### src/rtl/exu_pkg.sv
// Shared types and constants for the execution-unit issue/writeback scheduler.
// The op encoding doubles as the writeback-select encoding.
package exu_pkg;

  localparam int REG_ADDR_W = 5;
  localparam int NUM_REGS   = 32;

  typedef enum logic [1:0] {
    EXU_ALU = 2'b00,
    EXU_MDU = 2'b01,
    EXU_FPU = 2'b10
  } exu_op_e;

  typedef exu_op_e wb_sel_t;

  typedef struct packed {
    logic                  en;
    logic [REG_ADDR_W-1:0] addr;
    wb_sel_t               sel;
  } wb_t;

endpackage

### src/rtl/exu_issue_ctrl_if.sv
// Decoder-to-scheduler bundle: decoded op fields in, issue/stall/start/writeback out.
// The decoder side uses the master modport; the scheduler uses slave.
interface exu_issue_ctrl_if;
  import exu_pkg::*;

  logic                  iValid;
  logic [1:0]            iExuOp;
  logic                  iEnWrite;
  logic [REG_ADDR_W-1:0] iAddrWrite;
  logic                  iEnRead0;
  logic [REG_ADDR_W-1:0] iAddrRead0;
  logic                  iEnRead1;
  logic [REG_ADDR_W-1:0] iAddrRead1;
  logic                  iFlush;

  logic                  oIssue;
  logic                  oStall;
  logic                  oMduStart;
  logic                  oFpuStart;
  logic                  oMduBusy;
  logic                  oFpuBusy;
  logic                  oWbEn;
  logic [REG_ADDR_W-1:0] oWbAddr;
  logic [1:0]            oWbSel;

  modport master (
    output iValid, iExuOp, iEnWrite, iAddrWrite, iEnRead0, iAddrRead0,
           iEnRead1, iAddrRead1, iFlush,
    input  oIssue, oStall, oMduStart, oFpuStart, oMduBusy, oFpuBusy,
           oWbEn, oWbAddr, oWbSel
  );

  modport slave (
    input  iValid, iExuOp, iEnWrite, iAddrWrite, iEnRead0, iAddrRead0,
           iEnRead1, iAddrRead1, iFlush,
    output oIssue, oStall, oMduStart, oFpuStart, oMduBusy, oFpuBusy,
           oWbEn, oWbAddr, oWbSel
  );

endinterface

### src/rtl/exu_scoreboard.sv
// Pending-destination scoreboard for the multi-cycle units: one set port,
// one clear port, three combinational lookups. Set wins over clear.
module exu_scoreboard
  import exu_pkg::*;
(
  input  logic                  iClk,
  input  logic                  iRst_n,
  input  logic                  set_en_i,
  input  logic [REG_ADDR_W-1:0] set_addr_i,
  input  logic                  clr_en_i,
  input  logic [REG_ADDR_W-1:0] clr_addr_i,
  input  logic [REG_ADDR_W-1:0] rd0_addr_i,
  input  logic [REG_ADDR_W-1:0] rd1_addr_i,
  input  logic [REG_ADDR_W-1:0] wr_addr_i,
  output logic                  rd0_pend_o,
  output logic                  rd1_pend_o,
  output logic                  wr_pend_o
);

  logic [NUM_REGS-1:0] pend_q, pend_d;

  // NOTE: combinational blocks assign a default first, so no path leaves a latch.
  always_comb begin
    pend_d = pend_q;
    if (clr_en_i) pend_d[clr_addr_i] = 1'b0;
    if (set_en_i) pend_d[set_addr_i] = 1'b1;
  end

  // NOTE: the pending vector is plain flops and is reset; a stale bit would stall forever.
  // NOTE: sequential state uses non-blocking assignments so all flops see pre-edge values.
  always_ff @(posedge iClk or negedge iRst_n) begin
    if (!iRst_n) pend_q <= '0;
    else         pend_q <= pend_d;
  end

  assign rd0_pend_o = pend_q[rd0_addr_i];
  assign rd1_pend_o = pend_q[rd1_addr_i];
  assign wr_pend_o  = pend_q[wr_addr_i];

  // A register is never reissued while pending, so set and clear never meet.
  a_no_set_clr_same: assert property (@(posedge iClk) disable iff (!iRst_n)
    !(set_en_i && clr_en_i && (set_addr_i == clr_addr_i)));

endmodule

### src/rtl/exu_issue_ctrl.sv
// Issue gate and writeback scheduler: hazard detection, MDU/FPU countdown
// trackers and the single registered register-file write port.
module exu_issue_ctrl
  import exu_pkg::*;
#(
  parameter int MDU_LAT = 4,
  parameter int FPU_LAT = 6
) (
  input  logic            iClk,
  input  logic            iRst_n,
  exu_issue_ctrl_if.slave bus
);

  localparam int MAX_LAT = (MDU_LAT > FPU_LAT) ? MDU_LAT : FPU_LAT;
  localparam int CNT_W   = $clog2(MAX_LAT + 1);

  typedef logic [CNT_W-1:0] cnt_t;

  typedef struct packed {
    cnt_t                  cnt;
    logic                  wr;
    logic [REG_ADDR_W-1:0] dest;
  } unit_t;

  localparam cnt_t CNT_ONE     = cnt_t'(1);
  localparam cnt_t MDU_LOAD    = cnt_t'(MDU_LAT - 1);
  localparam cnt_t FPU_LOAD    = cnt_t'(FPU_LAT - 1);
  localparam cnt_t MDU_LAT_CNT = cnt_t'(MDU_LAT);
  localparam cnt_t FPU_LAT_CNT = cnt_t'(FPU_LAT);

  unit_t mdu_q, mdu_d, fpu_q, fpu_d;
  wb_t   wb_q, wb_d;

  logic is_alu, is_mdu, is_fpu;
  logic rd0_pend, rd1_pend, wr_pend;
  logic hazard, accept, issue;
  logic mdu_start, fpu_start, alu_wb, mdu_done, fpu_done;

  assign is_alu = (bus.iExuOp == EXU_ALU);
  assign is_mdu = (bus.iExuOp == EXU_MDU);
  assign is_fpu = (bus.iExuOp == EXU_FPU);

  exu_scoreboard u_scoreboard (
    .iClk       (iClk),
    .iRst_n     (iRst_n),
    .set_en_i   ((mdu_start | fpu_start) & bus.iEnWrite),
    .set_addr_i (bus.iAddrWrite),
    .clr_en_i   (wb_q.en & (wb_q.sel != EXU_ALU)),
    .clr_addr_i (wb_q.addr),
    .rd0_addr_i (bus.iAddrRead0),
    .rd1_addr_i (bus.iAddrRead1),
    .wr_addr_i  (bus.iAddrWrite),
    .rd0_pend_o (rd0_pend),
    .rd1_pend_o (rd1_pend),
    .wr_pend_o  (wr_pend)
  );

  // A unit may take a new op in the cycle its previous one hands off (cnt==1);
  // the last two terms keep a new writeback off a slot already claimed.
  assign hazard = bus.iValid & (
      (bus.iEnRead0 & rd0_pend)
    | (bus.iEnRead1 & rd1_pend)
    | (bus.iEnWrite & wr_pend)
    | (is_mdu & (mdu_q.cnt > CNT_ONE))
    | (is_fpu & (fpu_q.cnt > CNT_ONE))
    | (is_alu & bus.iEnWrite & ((mdu_q.cnt == CNT_ONE) | (fpu_q.cnt == CNT_ONE)))
    | (is_mdu & (fpu_q.cnt == MDU_LAT_CNT))
    | (is_fpu & (mdu_q.cnt == FPU_LAT_CNT)));

  assign accept    = iRst_n & bus.iValid & ~bus.iFlush;
  assign issue     = accept & ~hazard;
  assign mdu_start = issue & is_mdu;
  assign fpu_start = issue & is_fpu;
  assign alu_wb    = issue & is_alu & bus.iEnWrite;
  assign mdu_done  = (mdu_q.cnt == CNT_ONE) & mdu_q.wr;
  assign fpu_done  = (fpu_q.cnt == CNT_ONE) & fpu_q.wr;

  always_comb begin
    mdu_d = mdu_q;
    fpu_d = fpu_q;
    wb_d  = '{en: 1'b0, addr: '0, sel: EXU_ALU};

    if (mdu_start) begin
      mdu_d.cnt  = MDU_LOAD;
      mdu_d.wr   = bus.iEnWrite;
      mdu_d.dest = bus.iAddrWrite;
    end else if (mdu_q.cnt != '0) begin
      mdu_d.cnt = mdu_q.cnt - CNT_ONE;
    end

    if (fpu_start) begin
      fpu_d.cnt  = FPU_LOAD;
      fpu_d.wr   = bus.iEnWrite;
      fpu_d.dest = bus.iAddrWrite;
    end else if (fpu_q.cnt != '0) begin
      fpu_d.cnt = fpu_q.cnt - CNT_ONE;
    end

    // At most one source is live; the stall rules guarantee it.
    if (mdu_done) begin
      wb_d = '{en: 1'b1, addr: mdu_q.dest, sel: EXU_MDU};
    end else if (fpu_done) begin
      wb_d = '{en: 1'b1, addr: fpu_q.dest, sel: EXU_FPU};
    end else if (alu_wb) begin
      wb_d = '{en: 1'b1, addr: bus.iAddrWrite, sel: EXU_ALU};
    end
  end

  always_ff @(posedge iClk or negedge iRst_n) begin
    if (!iRst_n) begin
      mdu_q <= '0;
      fpu_q <= '0;
      wb_q  <= '{en: 1'b0, addr: '0, sel: EXU_ALU};
    end else begin
      mdu_q <= mdu_d;
      fpu_q <= fpu_d;
      wb_q  <= wb_d;
    end
  end

  assign bus.oIssue    = issue;
  assign bus.oStall    = accept & hazard;
  assign bus.oMduStart = mdu_start;
  assign bus.oFpuStart = fpu_start;
  assign bus.oMduBusy  = (mdu_q.cnt != '0);
  assign bus.oFpuBusy  = (fpu_q.cnt != '0);
  assign bus.oWbEn     = wb_q.en;
  assign bus.oWbAddr   = wb_q.addr;
  assign bus.oWbSel    = wb_q.sel;

  a_wb_single_source: assert property (@(posedge iClk) disable iff (!iRst_n)
    $onehot0({alu_wb, mdu_done, fpu_done}));

endmodule
### src/flat_wrapper.sv
// flat-port wrapper written by rule: the top's interface ports become plain ports
module exu_issue_ctrl_flat import exu_pkg::*;
#(
  parameter int MDU_LAT = 4,
  parameter int FPU_LAT = 6
)
  (iClk, iRst_n, bus_iValid, bus_iExuOp, bus_iEnWrite, bus_iAddrWrite, bus_iEnRead0, bus_iAddrRead0, bus_iEnRead1, bus_iAddrRead1, bus_iFlush, bus_oIssue, bus_oStall, bus_oMduStart, bus_oFpuStart, bus_oMduBusy, bus_oFpuBusy, bus_oWbEn, bus_oWbAddr, bus_oWbSel);
  exu_issue_ctrl_if bus_i ();
  input  logic iClk;
  input  logic iRst_n;
  input wire logic [$bits(bus_i.iValid)-1:0] bus_iValid;
  input wire logic [$bits(bus_i.iExuOp)-1:0] bus_iExuOp;
  input wire logic [$bits(bus_i.iEnWrite)-1:0] bus_iEnWrite;
  input wire logic [$bits(bus_i.iAddrWrite)-1:0] bus_iAddrWrite;
  input wire logic [$bits(bus_i.iEnRead0)-1:0] bus_iEnRead0;
  input wire logic [$bits(bus_i.iAddrRead0)-1:0] bus_iAddrRead0;
  input wire logic [$bits(bus_i.iEnRead1)-1:0] bus_iEnRead1;
  input wire logic [$bits(bus_i.iAddrRead1)-1:0] bus_iAddrRead1;
  input wire logic [$bits(bus_i.iFlush)-1:0] bus_iFlush;
  output wire logic [$bits(bus_i.oIssue)-1:0] bus_oIssue;
  output wire logic [$bits(bus_i.oStall)-1:0] bus_oStall;
  output wire logic [$bits(bus_i.oMduStart)-1:0] bus_oMduStart;
  output wire logic [$bits(bus_i.oFpuStart)-1:0] bus_oFpuStart;
  output wire logic [$bits(bus_i.oMduBusy)-1:0] bus_oMduBusy;
  output wire logic [$bits(bus_i.oFpuBusy)-1:0] bus_oFpuBusy;
  output wire logic [$bits(bus_i.oWbEn)-1:0] bus_oWbEn;
  output wire logic [$bits(bus_i.oWbAddr)-1:0] bus_oWbAddr;
  output wire logic [$bits(bus_i.oWbSel)-1:0] bus_oWbSel;
  assign bus_i.iValid = bus_iValid;
  assign bus_i.iExuOp = bus_iExuOp;
  assign bus_i.iEnWrite = bus_iEnWrite;
  assign bus_i.iAddrWrite = bus_iAddrWrite;
  assign bus_i.iEnRead0 = bus_iEnRead0;
  assign bus_i.iAddrRead0 = bus_iAddrRead0;
  assign bus_i.iEnRead1 = bus_iEnRead1;
  assign bus_i.iAddrRead1 = bus_iAddrRead1;
  assign bus_i.iFlush = bus_iFlush;
  assign bus_oIssue = bus_i.oIssue;
  assign bus_oStall = bus_i.oStall;
  assign bus_oMduStart = bus_i.oMduStart;
  assign bus_oFpuStart = bus_i.oFpuStart;
  assign bus_oMduBusy = bus_i.oMduBusy;
  assign bus_oFpuBusy = bus_i.oFpuBusy;
  assign bus_oWbEn = bus_i.oWbEn;
  assign bus_oWbAddr = bus_i.oWbAddr;
  assign bus_oWbSel = bus_i.oWbSel;
  exu_issue_ctrl #(.MDU_LAT(MDU_LAT), .FPU_LAT(FPU_LAT)) u_core (.iClk(iClk), .iRst_n(iRst_n), .bus(bus_i));
endmodule
### config.mk
export PLATFORM = sky130hd
export DESIGN_NAME = exu_issue_ctrl_flat
export DESIGN_NICKNAME = d
export VERILOG_FILES = /design/src/rtl/exu_pkg.sv /design/src/rtl/exu_issue_ctrl_if.sv /design/src/rtl/exu_scoreboard.sv /design/src/rtl/exu_issue_ctrl.sv /design/src/flat_wrapper.sv
export SDC_FILE = /design/constraint.sdc
export NUM_CORES = 1
export LEC_CHECK = 0
export ABC_CLOCK_PERIOD_IN_PS = 4400
export CORE_ASPECT_RATIO = 1.4
export CORE_MARGIN = 8
export CORE_UTILIZATION = 50
export CTS_BUF_LIST = sky130_fd_sc_hd__clkbuf_8
export DETAILED_ROUTE_END_ITERATION = 8
export DONT_BUFFER_PORTS = 1
export GPL_ROUTABILITY_DRIVEN = 0
export HOLD_SLACK_MARGIN = 0.08
export PLACE_DENSITY = 0.67
export REMOVE_ABC_BUFFERS = 1
export SYNTH_ARGS = -nofsm -noshare
export SYNTH_HDL_FRONTEND = slang
export SYNTH_SLANG_ARGS = --single-unit
### constraint.sdc
create_clock -name iClk -period 4.4 [get_ports iClk]
set_input_delay 0.88 -clock iClk [delete_from_list [all_inputs] [get_ports iClk]]
set_output_delay 0.88 -clock iClk [all_outputs]
set_load 0.02 [all_outputs]
Word-level counts from Yosys, hierarchy flattened
Cells that the tools add are included.
{"block": "totals", "elab_cells": 89, "output_inout_bits": 14, "inputBits": 24, "regBits": 58}
{"block": "classes", "order_cmp": 8, "muxes": 19, "bitwise_logic": 36, "n_reduce_logical": 8, "eq_ne": 6, "addsub": 2}
{"cell": "32-bit 2-to-1 mux", "n": 2}
{"cell": "32-bit AND", "n": 1}
{"cell": "32-bit NOT", "n": 1}
{"cell": "32-bit bitwise OR", "n": 1}
{"cell": "5-bit by 6-bit less-than comparator with 1-bit output (second input constant)", "n": 4}
{"cell": "8-bit 2-to-1 mux", "n": 3}
{"cell": "1-bit AND", "n": 22}
{"cell": "1-bit binary-select mux with 5-bit select", "n": 3}
{"cell": "3-bit 2-to-1 mux", "n": 4}
{"cell": "1-bit demux with 5-bit select", "n": 2}
{"cell": "5-bit by 1-bit greater-or-equal comparator with 1-bit output (second input constant)", "n": 2}
{"cell": "1-bit bitwise OR", "n": 9}
{"cell": "3-bit by 1-bit equality test with 1-bit output (second input constant)", "n": 2}
{"cell": "3-bit equality test (second input constant)", "n": 2}
{"cell": "3-bit by 1-bit > comparator with 1-bit output (second input constant)", "n": 2}
{"cell": "2-bit nonzero test", "n": 3}
{"cell": "3-bit nonzero test", "n": 2}
{"cell": "3-bit by 1-bit subtractor with 3-bit output (second input constant)", "n": 2}
{"cell": "1-bit 2-to-1 mux", "n": 5}
{"cell": "2-bit by 1-bit equality test with 1-bit output (second input constant)", "n": 1}
{"cell": "2-bit equality test (second input constant)", "n": 1}
{"cell": "1-bit logical AND", "n": 2}
{"cell": "2-bit logical NOT", "n": 1}
{"cell": "1-bit NOT", "n": 2}

Longest topological paths before layout
{"block": "depth", "word_depth": 18, "mapped_depth": 9}

Modules after synthesis
From an unflattened synthesis, not the netlist that was laid out.
{"block": "unflattened", "hier_cells": 360, "area_unflattened_um2": 3577.2}
{"mod": "exu_scoreboard", "cells_each": 249, "area_per_inst_um2": 2278.4, "n_inst": 1, "seq_area_each_um2": 800.8}
{"mod": "exu_issue_ctrl", "cells_each": 111, "area_per_inst_um2": 1298.7, "n_inst": 1, "seq_area_each_um2": 650.6}

Worst setup path before layout
No wires, ideal clock.
{"block": "synth_path", "kind": "in2out", "start": "in bus_iAddrRead0[0]", "end": "out bus_oMduStart", "path_slack_ns": 0.320, "t_arrival_ns": 3.200, "stages": 7, "required_ns": 3.520, "n_path_buf": 1, "path_cell_list": "buf_2 > mux4_2 > mux2_2 > o31a_1 > and4_4 > nor3_2 > nor4b_1"}
{"block": "synth_between", "elab_chain_len": 14}
{"element": "start, declared", "line": "flat_wrapper.sv:16", "text": "input wire logic [$bits(bus_i.iAddrRead0)-1:0] bus_iAddrRead0;"}
{"element": "1-bit binary-select mux with 5-bit select", "line": "exu_scoreboard.sv:36", "text": "assign rd0_pend_o = pend_q[rd0_addr_i];"}
{"element": "1-bit 2-to-1 mux (implied by the code)", "line": "exu_scoreboard.sv:36"}
{"element": "1-bit AND", "line": "exu_issue_ctrl.sv:61", "text": "(bus.iEnRead0 & rd0_pend)"}
{"element": "1-bit bitwise OR", "line": "exu_issue_ctrl.sv:62", "text": "| (bus.iEnRead1 & rd1_pend)"}
{"element": "1-bit bitwise OR", "line": "exu_issue_ctrl.sv:63", "text": "| (bus.iEnWrite & wr_pend)"}
{"element": "1-bit bitwise OR", "line": "exu_issue_ctrl.sv:64", "text": "| (is_mdu & (mdu_q.cnt > CNT_ONE))"}
{"element": "1-bit bitwise OR", "line": "exu_issue_ctrl.sv:65", "text": "| (is_fpu & (fpu_q.cnt > CNT_ONE))"}
{"element": "1-bit bitwise OR", "line": "exu_issue_ctrl.sv:66", "text": "| (is_alu & bus.iEnWrite & ((mdu_q.cnt == CNT_ONE) | (fpu_q.cnt == CNT_ONE)))"}
{"element": "1-bit bitwise OR", "line": "exu_issue_ctrl.sv:67", "text": "| (is_mdu & (fpu_q.cnt == MDU_LAT_CNT))"}
{"element": "1-bit bitwise OR", "line": "exu_issue_ctrl.sv:68", "text": "| (is_fpu & (mdu_q.cnt == FPU_LAT_CNT)));"}
{"element": "1-bit AND", "line": "exu_issue_ctrl.sv:60", "text": "assign hazard = bus.iValid & ("}
{"element": "1-bit NOT", "line": "exu_issue_ctrl.sv:71", "text": "assign issue = accept & ~hazard;"}
{"element": "1-bit AND", "line": "exu_issue_ctrl.sv:71"}
{"element": "1-bit AND", "line": "exu_issue_ctrl.sv:72", "text": "assign mdu_start = issue & is_mdu;"}
{"element": "end, declared", "line": "flat_wrapper.sv:22", "text": "output wire logic [$bits(bus_i.oMduStart)-1:0] bus_oMduStart;"}
Every way passes these cells. The select of a mux whose other input is x is not followed.

Worst setup path after layout
Same ends and word-level chain as after synthesis.

==> summary.txt <==
Outcome
  • Status: completed

Drt
  • Initial DRT Pass Iterations: 5
  • Drt wl/cell: between 20 and 25 um
  • 1st-iter DRT viols: between 200 and 250
  • Final WL: around 9.4 mm
  • Remaining antenna violation count: 0
  • Drt drc: 0
  • Via count: 2749
  • Vias per std cell: 6.453

Global route
  • Largest net degree at the start of global routing: 60
  • Global-route wire length before repair: roughly 15 mm
  • Vias in the first global route: roughly 2.8k
  • GRT overflow: 0
  • Initial antenna violation count: 0
  • GR Util All Layers: 0.1998

Critical path
  • Worst r2r src: u_core.fpu_q[6]$_DFFE_PN0P_
  • CP Class: in2out
  • Worst Reg-to-Reg Cells: 7
  • Setup crit start kind: primary input
  • R2r endpoint: u_core.u_scoreboard.pend_q[20]$_DFF_PN0_
  • Reg-to-reg setup timing slack: 1560 ps
  • Crit path max fanout: 6
  • Required time worst endpoint: 3520 ps
  • WP data arrival: 2850 ps
  • Crit path capture type: output pin

Synthesis
  • Sequential element share of the synthesized area: 0.4164
  • Number of synthesized flops with an enable pin: 0
  • Ys async rst share: 1.000
  • Netlist cell types: 46
  • Post-Syn Area per Cell: roughly 11 um2
  • Yosys top cell area share: 0.4164
  • Syn. warnings: 0
  • Post-synthesis instance area: approximately 3500 um2
  • Synth area leaders: dfrtp_1, mux4_2, o21ai_0, mux2_2, mux2i_1
  • Syn Inst Count: 326
  • Area leader, netlist: dfrtp_1
  • Synthesis-stage register bit count: 58
  • Main synth FF type: dfrtp_1

Min path
  • Hold Path Class: in2async

Finish
  • Multi-input logic area: 1928 um2
  • Share of cells above drive strength 1: 0.1994
  • Fin cells: between 400 and 500
  • Layout Nets: 357
  • Diode count: 0
  • FF+latch area: 1451 um2
  • Area growth syn-to-layout: 8.220%
  • Commonest non-fill, non-tap cells in the layout: o21ai_0, dfrtp_1, nor2_1
  • Post-layout util: 0.5510
  • Fillers: about 600
  • Commonest non-fill, non-tap cell in the layout: o21ai_0

Timing
  • Worst hold margin: 207.6 ps
  • Setup violations, final: 0
  • Slew @ Worst Pin: 832.7 ps
  • Max Clk Rate: 0.2683 GHz
  • Skew final: between 10 and 15 ps
  • Final period utilization: 0.8470
  • Hold Fails Final Rpt: 0
  • Pins Over Slew Limit: 0
  • Setup TNS: 0 ps
  • RSZ-0062 raised after global routing: no
  • Post-route minimum period: between 3000 and 4000 ps
  • Rel. slew slack: 0.4443

Floorplanning
  • Die ar.: 9937 um2
  • Initial Util: 0.5091
  • Core footprint: roughly 7000 um2
  • Io pins: 38
  • # rows: 36
  • Die height: 114.8 um
  • Die Width: 86.57 um

Pwr
  • Peak supply drop: 288.7 uV
  • PD cells: 377.4 nW/um2
  • Leakage power: 1.395 nW

CTS
  • Clock Sinks: 58
  • CTS tree: built
  • CTS root buf: clkbuf_8
  • Post-CTS setup buffer count: 0
  • # resized after CTS: 0
  • # H-tree levels: 3
  • Hold-fix buffers at CTS: 0
  • Number of buffers created by CTS: 9
  • Clock buffer depth: 2
  • Skew-Pair Late Insertion Delay: 360 ps
  • Clock transition at path regs: about 70 ps

Placement
  • Post-Place Cells: 410
  • Buffers on Ports: 0
  • DP Wirelength: approximately 6.9 mm

Flow run
  • Max cap viols: 0
[where the power goes]
part	total [mW]	leakage (nW)	internal, mW	switching (mW)
clock network	0.523	0.102	0.294	0.229
registers	0.626	0.627	0.581	0.0449
logic	0.275	0.667	0.119	0.156
[cell type report]
cell class	count	share of cell area
Inverter	14	0.01393
Tap cell	95	0.03151
Clock buffer	11	0.04013
Sequential cell	58	0.3847
Timing Repair Buffer	1	0.001990
Multi-Input combinational cell	242	0.5111
Clock inverter	5	0.01658
[flip-flops by register name, indices dropped and copies added (netlist names)]
signal                      flops
u_core.bus.oWbAddr              5
u_core.bus.oWbEn                1
u_core.mdu_q                    9
u_core.bus.oWbSel               2
u_core.fpu_q                    9
u_core.u_scoreboard.pend_q     32
[Yosys cell counts (2+ instances only)]
cell type,count
nor2_1,20
nand4_4,2
clkbuf_1,5
nor4b_1,2
o21ai_0,74
nand2_1,14
a311oi_1,2
xnor2_1,2
mux2i_1,10
nand3_1,7
nor2b_1,5
o22ai_1,2
a211oi_1,2
nor3_1,3
mux2_2,18
ha_1,7
nand3b_1,6
a22oi_1,6
inv_1,14
dfrtp_1,58
mux4_2,19
buf_2,4
buf_1,2
nand4_1,5
and3_1,2
or3_1,2
nand2b_1,5
or3b_2,3
a21oi_1,6
nor3b_1,2
nor3_2,2
[worst max-delay path by stage]
| stage | from | depth (start not counted) | end |
|---|---|---|---|
| 2_1_floorplan | bus_iAddrRead0[0] | 6 | bus_oMduStart |
| 6_report | bus_iAddrRead0[0] | 7 | bus_oMduStart |
| 3_3_place_gp | bus_iAddrRead0[0] | 7 | bus_oMduStart |
| 3_5_place_dp | bus_iAddrRead0[0] | 7 | bus_oMduStart |
| 4_1_cts | bus_iAddrRead0[0] | 7 | bus_oMduStart |
| 5_1_grt | u_core.fpu_q[6]$_DFFE_PN0P_ | 7 | bus_oFpuStart |
[cells by family after synthesis]
kind of cell	share of synthesized area
flops	0.4164
compound gates	0.1590
mux	0.2128
buf+inv	0.03051
fa+ha+maj	0.02512
xor+xnor	0.005026
simple gates	0.1511
[metrics by stage]
| step | instance area [um2] | setup slack (ps) | total power [mW] |
|---|---|---|---|
| 2_1_floorplan | 3432 | 513.3 | 0.8502 |
| 3_3_place_gp | 3558 | 709.3 | 0.8957 |
| 3_5_place_dp | 3558 | 699.0 | 0.9086 |
| 4_1_cts | 3772 | 683.5 | 1.428 |
| 5_1_grt | 3772 | 548.2 | 1.498 |
| 6_report | 3772 | 673.2 | 1.424 |
[routing by layer]
layer	global-route usage	vias up	wire length, um
met5	0	-	0
met4	0.1107	0	346
met3	0.06938	28	774
met2	0.3323	123	4835
met1	0.2168	1360	3403
li1	-	1238	-
[worst max-delay path, stage by stage]
cell,delay [ps]
mux4_2,460
mux2_2,270
o31a_1,240
and4_4,230
nor3_2,170
nor4b_1,370
buf_4,220
Note: power is estimated with default switching activity, not from simulation.
